File: src/rtl/jtag_tap_core.sv
// Purpose : IEEE 1149.1-style TAP controller with IR, BYPASS, IDCODE and boundary-scan DRs.
// Latency : TDO is combinational from the selected shift register's bit 0; all state moves on TCK rise.
// Backpr. : none; TCK/TMS pacing from the board controller is the only flow control.
//
// Ports:
//   TCK, TRST        test clock and synchronous active-high reset
//   TMS, TDI         mode select and serial data in (sampled on TCK rise)
//   TDO, TDO_EN      serial data out, enabled only in Shift-IR / Shift-DR
//   state            current TAP state (4-bit IEEE encoding)
//   ir_out           active instruction
//   bsr_in, bsr_out  pin values to capture / update latch driving pins in EXTEST
//   extest_mode      high while EXTEST is the active instruction
module jtag_tap_core #(
  parameter int unsigned IR_WIDTH = 4,
  parameter int unsigned BSR_LEN  = 8,
  parameter logic [31:0] IDCODE   = 32'h1234_5673
) (
  input  logic                TCK,
  input  logic                TRST,
  input  logic                TMS,
  input  logic                TDI,
  output logic                TDO,
  output logic                TDO_EN,
  output logic [3:0]          state,
  output logic [IR_WIDTH-1:0] ir_out,
  input  logic [BSR_LEN-1:0]  bsr_in,
  output logic [BSR_LEN-1:0]  bsr_out,
  output logic                extest_mode
);

  typedef enum logic [3:0] {
    EX2DR = 4'h0, EX1DR = 4'h1, SHDR  = 4'h2, PADR  = 4'h3,
    SELIR = 4'h4, UPDR  = 4'h5, CAPDR = 4'h6, SELDR = 4'h7,
    EX2IR = 4'h8, EX1IR = 4'h9, SHIR  = 4'hA, PAIR  = 4'hB,
    RTI   = 4'hC, UPIR  = 4'hD, CAPIR = 4'hE, TLR   = 4'hF
  } tap_state_t;

  localparam logic [IR_WIDTH-1:0] INSTR_EXTEST = '0;
  localparam logic [IR_WIDTH-1:0] INSTR_IDCODE = IR_WIDTH'(1);
  localparam logic [IR_WIDTH-1:0] INSTR_SAMPLE = IR_WIDTH'(2);
  // Fixed 2'b01 pattern in the two LSBs lets the host check IR chain integrity.
  localparam logic [IR_WIDTH-1:0] IR_CAPTURE   = IR_WIDTH'(1);

  tap_state_t                st_q;
  tap_state_t                st_nxt;
  logic [IR_WIDTH-1:0]       ir_reg;
  logic [IR_WIDTH-1:0]       ir_shift;
  logic                      bypass_q;
  logic [31:0]               id_shift;
  logic [BSR_LEN-1:0]        bsr_shift;
  logic [IR_WIDTH-1:0]       ir_shift_nxt;
  logic [31:0]               id_shift_nxt;
  logic [BSR_LEN-1:0]        bsr_shift_nxt;
  logic                      sel_id;
  logic                      sel_bsr;

  // ---------------- FSM: state register ----------------
  always_ff @(posedge TCK) begin
    if (TRST) st_q <= TLR;
    else      st_q <= st_nxt;
  end

  // ---------------- FSM: next state ----------------
  always_comb begin
    st_nxt = st_q;
    unique case (st_q)
      TLR:   st_nxt = TMS ? TLR   : RTI;
      RTI:   st_nxt = TMS ? SELDR : RTI;
      SELDR: st_nxt = TMS ? SELIR : CAPDR;
      SELIR: st_nxt = TMS ? TLR   : CAPIR;
      CAPDR: st_nxt = TMS ? EX1DR : SHDR;
      SHDR:  st_nxt = TMS ? EX1DR : SHDR;
      EX1DR: st_nxt = TMS ? UPDR  : PADR;
      PADR:  st_nxt = TMS ? EX2DR : PADR;
      EX2DR: st_nxt = TMS ? UPDR  : SHDR;
      UPDR:  st_nxt = TMS ? SELDR : RTI;
      CAPIR: st_nxt = TMS ? EX1IR : SHIR;
      SHIR:  st_nxt = TMS ? EX1IR : SHIR;
      EX1IR: st_nxt = TMS ? UPIR  : PAIR;
      PAIR:  st_nxt = TMS ? EX2IR : PAIR;
      EX2IR: st_nxt = TMS ? UPIR  : SHIR;
      UPIR:  st_nxt = TMS ? SELDR : RTI;
      default: st_nxt = TLR;
    endcase
  end

  // ---------------- FSM: outputs ----------------
  always_comb begin
    TDO_EN = 1'b0;
    TDO    = 1'b0;
    if (st_q == SHIR) begin
      TDO_EN = 1'b1;
      TDO    = ir_shift[0];
    end else if (st_q == SHDR) begin
      TDO_EN = 1'b1;
      if (sel_id)       TDO = id_shift[0];
      else if (sel_bsr) TDO = bsr_shift[0];
      else              TDO = bypass_q;
    end
  end

  assign state = st_q;

  // TLR presents IDCODE immediately on entry, not one TCK later.
  assign ir_out      = (st_q == TLR) ? INSTR_IDCODE : ir_reg;
  assign extest_mode = (ir_out == INSTR_EXTEST);
  assign sel_id      = (ir_out == INSTR_IDCODE);
  assign sel_bsr     = (ir_out == INSTR_EXTEST) || (ir_out == INSTR_SAMPLE);

  // Right shifts with TDI entering the MSB; written without part-selects so a
  // 1-bit BSR still elaborates.
  always_comb begin
    ir_shift_nxt                 = ir_shift >> 1;
    ir_shift_nxt[IR_WIDTH-1]     = TDI;
    id_shift_nxt                 = id_shift >> 1;
    id_shift_nxt[31]             = TDI;
    bsr_shift_nxt                = bsr_shift >> 1;
    bsr_shift_nxt[BSR_LEN-1]     = TDI;
  end

  // ---------------- Scan registers ----------------
  always_ff @(posedge TCK) begin
    if (TRST) begin
      ir_reg    <= INSTR_IDCODE;
      ir_shift  <= '0;
      bypass_q  <= 1'b0;
      id_shift  <= '0;
      bsr_shift <= '0;
      bsr_out   <= '0;
    end else begin
      unique case (st_q)
        TLR:   ir_reg   <= INSTR_IDCODE;
        CAPIR: ir_shift <= IR_CAPTURE;
        SHIR:  ir_shift <= ir_shift_nxt;
        UPIR:  ir_reg   <= ir_shift;
        CAPDR: begin
          if (sel_id)       id_shift  <= IDCODE;
          else if (sel_bsr) bsr_shift <= bsr_in;
          else              bypass_q  <= 1'b0;
        end
        SHDR: begin
          if (sel_id)       id_shift  <= id_shift_nxt;
          else if (sel_bsr) bsr_shift <= bsr_shift_nxt;
          else              bypass_q  <= TDI;
        end
        UPDR: begin
          if (sel_bsr) bsr_out <= bsr_shift;
        end
        default: ;  // select, pause and exit states hold everything
      endcase
    end
  end

endmodule

File: config.mk
export PLATFORM = sky130hd
export DESIGN_NAME = jtag_tap_core
export DESIGN_NICKNAME = d
export VERILOG_FILES = /design/src/rtl/jtag_tap_core.sv
export SDC_FILE = /design/constraint.sdc
export NUM_CORES = 1
export LEC_CHECK = 0
export BUFFER_PORTS_ARGS = -buffer_cell sky130_fd_sc_hd__buf_4
export CORE_UTILIZATION = 41
export CTS_BUF_LIST = sky130_fd_sc_hd__clkbuf_16
export DETAILED_ROUTE_END_ITERATION = 6
export PLACE_DENSITY = 0.67
export SETUP_SLACK_MARGIN = 0.15
export SYNTH_ARGS = -nofsm -noshare
export SYNTH_HDL_FRONTEND = slang
export SYNTH_SLANG_ARGS = --single-unit
File: constraint.sdc
create_clock -name TCK -period 1.65 [get_ports TCK]
set_clock_uncertainty 0.15 [all_clocks]
set_input_delay 0.33 -clock TCK [delete_from_list [all_inputs] [get_ports TCK]]
set_output_delay 0.33 -clock TCK [all_outputs]
set_load 0.01 [all_outputs]
Word level (Yosys, flattened, before mapping)
Index checks and enable logic that the tools add are counted.

$add $sub $neg: 0. Multipliers: 0. Divide/modulo/power cells: 0. Order comparisons: 0. Eq/ne operators: 25. Shifts and indexed selects: 0. Mux-type cells: 35. Bitwise gates (word level): 0. Reductions and logical operators: 13.

Operators by type and width (count): 32-bit two-way mux (2); 32-bit one-hot mux with 2 select lines (1); 4-bit one-hot mux with 12 select lines (1); 4-bit equality test (second input constant) (8); 8-bit two-way mux (4); 4-bit by 3-bit equality test with 1-bit output (second input constant) (4); 2-bit != test (second input constant) (8); 4-bit one-hot mux with 2 select lines (2); 8-bit one-hot mux with 2 select lines (1); 4-bit by 2-bit equality test with 1-bit output (second input constant) (3); 2-bit two-way mux (6); 3-bit two-way mux (4); 1-bit two-way mux (11); 5-bit AND reduction (2); 4-bit by 1-bit equality test with 1-bit output (second input constant) (2); 4-bit zero test (2); 4-bit two-way mux (2); 2-bit nonzero test (3); 2-bit OR reduction (2); 3-bit AND reduction (1); 3-bit OR reduction (1); 1-bit one-hot mux with 2 select lines (1); 2-bit AND reduction (1); 1-bit logical OR (1).

Flip-flop bits (word level): 61. Bits in latches: 0. Bits in writable memories: 0. Bits in read-only memories: 0. Bits of input ports: 12. Output and inout port bits: 19. Logic and storage cells: 80. Memories: 0.

Logic depth before layout (Yosys ltp)
Depth in word-level cells: 8. Gate-level depth with buffers: 6.

Worst setup path before layout
No wires, ideal clock.

Path kind: register to output. From: register st_q[1] (netlist: state[1]). To: output port TDO. Arrival: 1.385 ns. Required time: 1.170 ns. Path slack: -0.215 ns. Cell stages (with the launch flop): 5. Buffers on the path: 1. Cell sequence: dfxtp_1 -> buf_2 -> nor3b_1 -> o21ai_0 -> o21ai_1.

Longest elaborated chain between the ends: 8.

RTL lines: start, declared (line 44) `tap_state_t st_q;`; start signal, assigned (line 60) `else st_q <= st_nxt;`; 4-bit equality test (line 105) `assign ir_out = (st_q == TLR) ? INSTR_IDCODE : ir_reg;`; 4-bit two-way mux (line 105); 4-bit by 2-bit equality test with 1-bit output or 4-bit zero test (tied branches) (line 108) `assign sel_bsr = (ir_out == INSTR_EXTEST) || (ir_out == INSTR_SAMPLE);`; 1-bit logical OR (line 108); 1-bit two-way mux (line 97) `else if (sel_bsr) TDO = bsr_shift[0];`; 1-bit two-way mux (line 96) `if (sel_id) TDO = id_shift[0];`; 1-bit two-way mux (line 94) `end else if (st_q == SHDR) begin`; 1-bit two-way mux (*) (line 91) `if (st_q == SHIR) begin`; end, declared (line 22) `output logic TDO,`.

Mark *: on every way between the ends. The rest lies on a longest branch, timed or not.

Worst setup path in the final report
From: register ir_reg[3]. To: output port TDO.

Longest elaborated chain between the ends: 7.

RTL lines: start, declared (line 46) `logic [IR_WIDTH-1:0] ir_reg;`; start signal, assigned (line 135) `UPIR: ir_reg <= ir_shift;`; 4-bit two-way mux (*) (line 105); 4-bit by 2-bit equality test with 1-bit output or 4-bit zero test (tied branches) (line 108); 1-bit logical OR (line 108); 1-bit two-way mux (line 97); 1-bit two-way mux (*) (line 96); 1-bit two-way mux (*) (line 94); 1-bit two-way mux (*) (line 91).

Marked as above.

==> impl_metrics.toml <==
[sta]
fmax_mhz = 490
setup_violations = 20
period_share_pct = 124
setup_ws_ns = -0.392
hold_viol_final = 0
whs_ns = 0.122
tns_ns = -2.55
rsz0062_at_grt = "true"
min_period_ns = 2.04
drv_slew = 0
maxSlewHeadroom_pct = 68.8
tightest_slew_ns = 0.467

[cts]
htree_levels = 3
insertion_delay_ns = 0.33
clockBufferDepth = 2
cts.sinks = 61
hold_buffers = 0
root_buffer = "clkbuf_16"
clkSlewWorstSetupHoldPaths_ns = 0.05
cts_buffers = 9
cts_tree = "done"

[critical_path]
worstReg2RegEnd = "bsr_shift[7]"
setup.worst_path.start_class = "flop"
reg2reg_from = "ir_reg[2]"
reg2reg_depth = 6
reg2reg_slack_ns = -0.13
critPathMaxFanout = 3
crit_required_ns = 1.17
arrival_ns = 1.56
end_kind = "primary output"
worst-setup-path-type = "flop to primary output"

[final_layout]
drive_gt1_share_pct = 48.1
nets = 386
final_common_cell = "dfxtp_1"
fin_area_um2 = 4360
final_util_pct = 63.4
fillers = 537
syn2layout_area_growth_pct = 47.5
layout_common_cells = "dfxtp_1, buf_4, mux2i_1, buf_6"
largestRegisters = "id_shift x32, bsr_out x8, bsr_shift x8"
largest_reg_flops = 32
top_register = "id_shift"
antenna_cells = 0

[job]
max-cap-violations = 0

[placement]
numPortBuffers = 30
dpl.hpwl_um = 4070
pre_cts_slack_ns = -0.0591
placedInstanceArea_um2 = 3350
place.gp.congestion = 0.889

[logic_synthesis]
synth.avg_cell_area_um2 = 9.56
synth_cell_types = 43
ys_seq_elements = 61
syn_area_um2 = 2950
synth_fp_nets = 321
ys_warn_count = 0
syn_inst = 309
ys_seq_area_share_pct = 41.3

[hold_path]
hp-class = "input port to flop"
hold_depth = 2
min_to = "state[0]"
min_from = "TMS"

[grt]
top_usage_layer = "met2"
grt_usage_pct = 21.1
antenna_found_initial = 0
grt_start_max_net_pins = 49
grtUsageMet2_pct = 34.4
met1_usage_pct = 26.2
grt_pass1_wl_um = 12000
grtUsageMet3_pct = 3.60
grt_pass1_vias = 2432
grt_overflow = 0

[floorplanning]
die_area_um2 = 7550
die_x_um = 86.9
rows = 30
die_y_um = 86.9
io_pins = 31
core-area_um2 = 6870
initial_core_util_pct = 43.0

[outcome]
status = "finished, violations left"
violations = "negative setup slack"

[power_and_ir_drop]
p_leak_nw = 1.69
internal-power_mw = 3.06
swShare_pct = 26.4
power.density_nw_per_um2 = 952
power_frac_seq_pct = 37.2
comb_power_share_pct = 19.6
switchingPower_mw = 1.09
vdd_drop_max_v = 0.000578
p_clk_share_pct = 43.2

[routing]
first_pass_iters = 4
routed_wl_um = 8050
drt-initial-drc-count = 129
antenna_left = 0
drcViolationCount = 0
via_per_inst = 5.52
vias = 2616
routedWlPerCell_um = 17.0
[cell type report]
| type | instances | area (µm²) | area share (%) |
|---|---|---|---|
| Multi-Input combinational cell | 214 | 1770 | 40.6 |
| Timing Repair Buffer | 84 | 931 | 21.4 |
| Clock inverter | 6 | 56.3 | 1.29 |
| Sequential cell | 61 | 1240 | 28.5 |
| Clock buffer | 9 | 225 | 5.17 |
| Tap cell | 96 | 120 | 2.76 |
| Inverter | 4 | 15.0 | 0.345 |
[per-layer routing]
| layer | vias up | wire, µm |
|---|---|---|
| met4 | 0 | 280 |
| met1 | 1276 | 3500 |
| li1 | 1254 | - |
| met2 | 64 | 4030 |
| met5 | - | 0 |
| met3 | 22 | 238 |
[kinds of logic after synthesis]
group,synth area share [%]
AO/OA/AOI/OAI,20.0
multiplexers,8.47
flip-flops,41.3
AND/OR/NAND/NOR,23.1
buffers and inverters,7.07
[how the worst max path moves through the flow]
stage / from / endpoint / slack [ns]
floorplan: ir_reg[0] / TDO / 0.04
global placement: ir_reg[0] / TDO / -0.06
detailed placement: ir_reg[0] / TDO / -0.06
CTS: ir_reg[0] / TDO / -0.42
global route: ir_reg[0] / TDO / -0.44
finish: ir_reg[3] / TDO / -0.39
[critical path, stage by stage, from the launching register on]
cell     delay, ns
dfxtp_2       0.33
or4b_4        0.51
o211a_1       0.15
o21ai_2       0.12
buf_4         0.13
[synthesized netlist by cell type (all sizes together)]
master / instances / area share, %
a2111o: 1 / 0.38
a211o: 2 / 0.59
a211oi: 22 / 8.0
a21oi: 27 / 4.6
a311oi: 1 / 0.30
a31oi: 14 / 3.0
and2: 3 / 0.68
and3: 2 / 0.42
and3b: 1 / 0.30
buf: 17 / 4.9
clkbuf: 13 / 1.7
dfxtp: 61 / 41
inv: 4 / 0.51
mux2i: 25 / 8.5
nand2: 10 / 1.3
nand2b: 21 / 4.4
nand3: 13 / 2.2
nand3b: 2 / 0.51
nand4: 2 / 0.42
nor2: 17 / 2.7
nor2b: 4 / 0.93
nor3: 4 / 1.1
nor3b: 2 / 0.51
nor4: 1 / 0.72
o211a: 1 / 0.34
o21ai: 11 / 1.9
o21bai: 2 / 0.51
o2bb2ai: 1 / 0.30
o31ai: 1 / 0.25
or2: 2 / 0.42
or3b: 19 / 5.6
or4: 2 / 0.51
or4b: 1 / 0.34
[stage by stage]
| stage | total power [mW] | std cells |
|---|---|---|
| floorplan | 1.93 | 309 |
| global placement | 2.08 | 428 |
| detailed placement | 2.09 | 428 |
| CTS | 4.05 | 462 |
| global route | 4.30 | 474 |
| finish | 4.15 | 474 |
[power by group through the flow]
stage	logic [mW]	clock network (mW)	registers, mW
final	0.814	1.79	1.54
after global routing	0.858	1.89	1.55
after CTS	0.688	1.82	1.54
after detailed placement	0.498	0	1.59
after global placement	0.493	0	1.59
after floorplan	0.357	0	1.57
[repair_timing]
item	4_1_cts	5_1_grt
gates resized for setup	56	45
pin swaps	17	15
gates cloned	5	2
buffers inserted	14	10
endpoints found under the setup margin	60	63
Note: power is estimated with default switching activity, not from simulation.
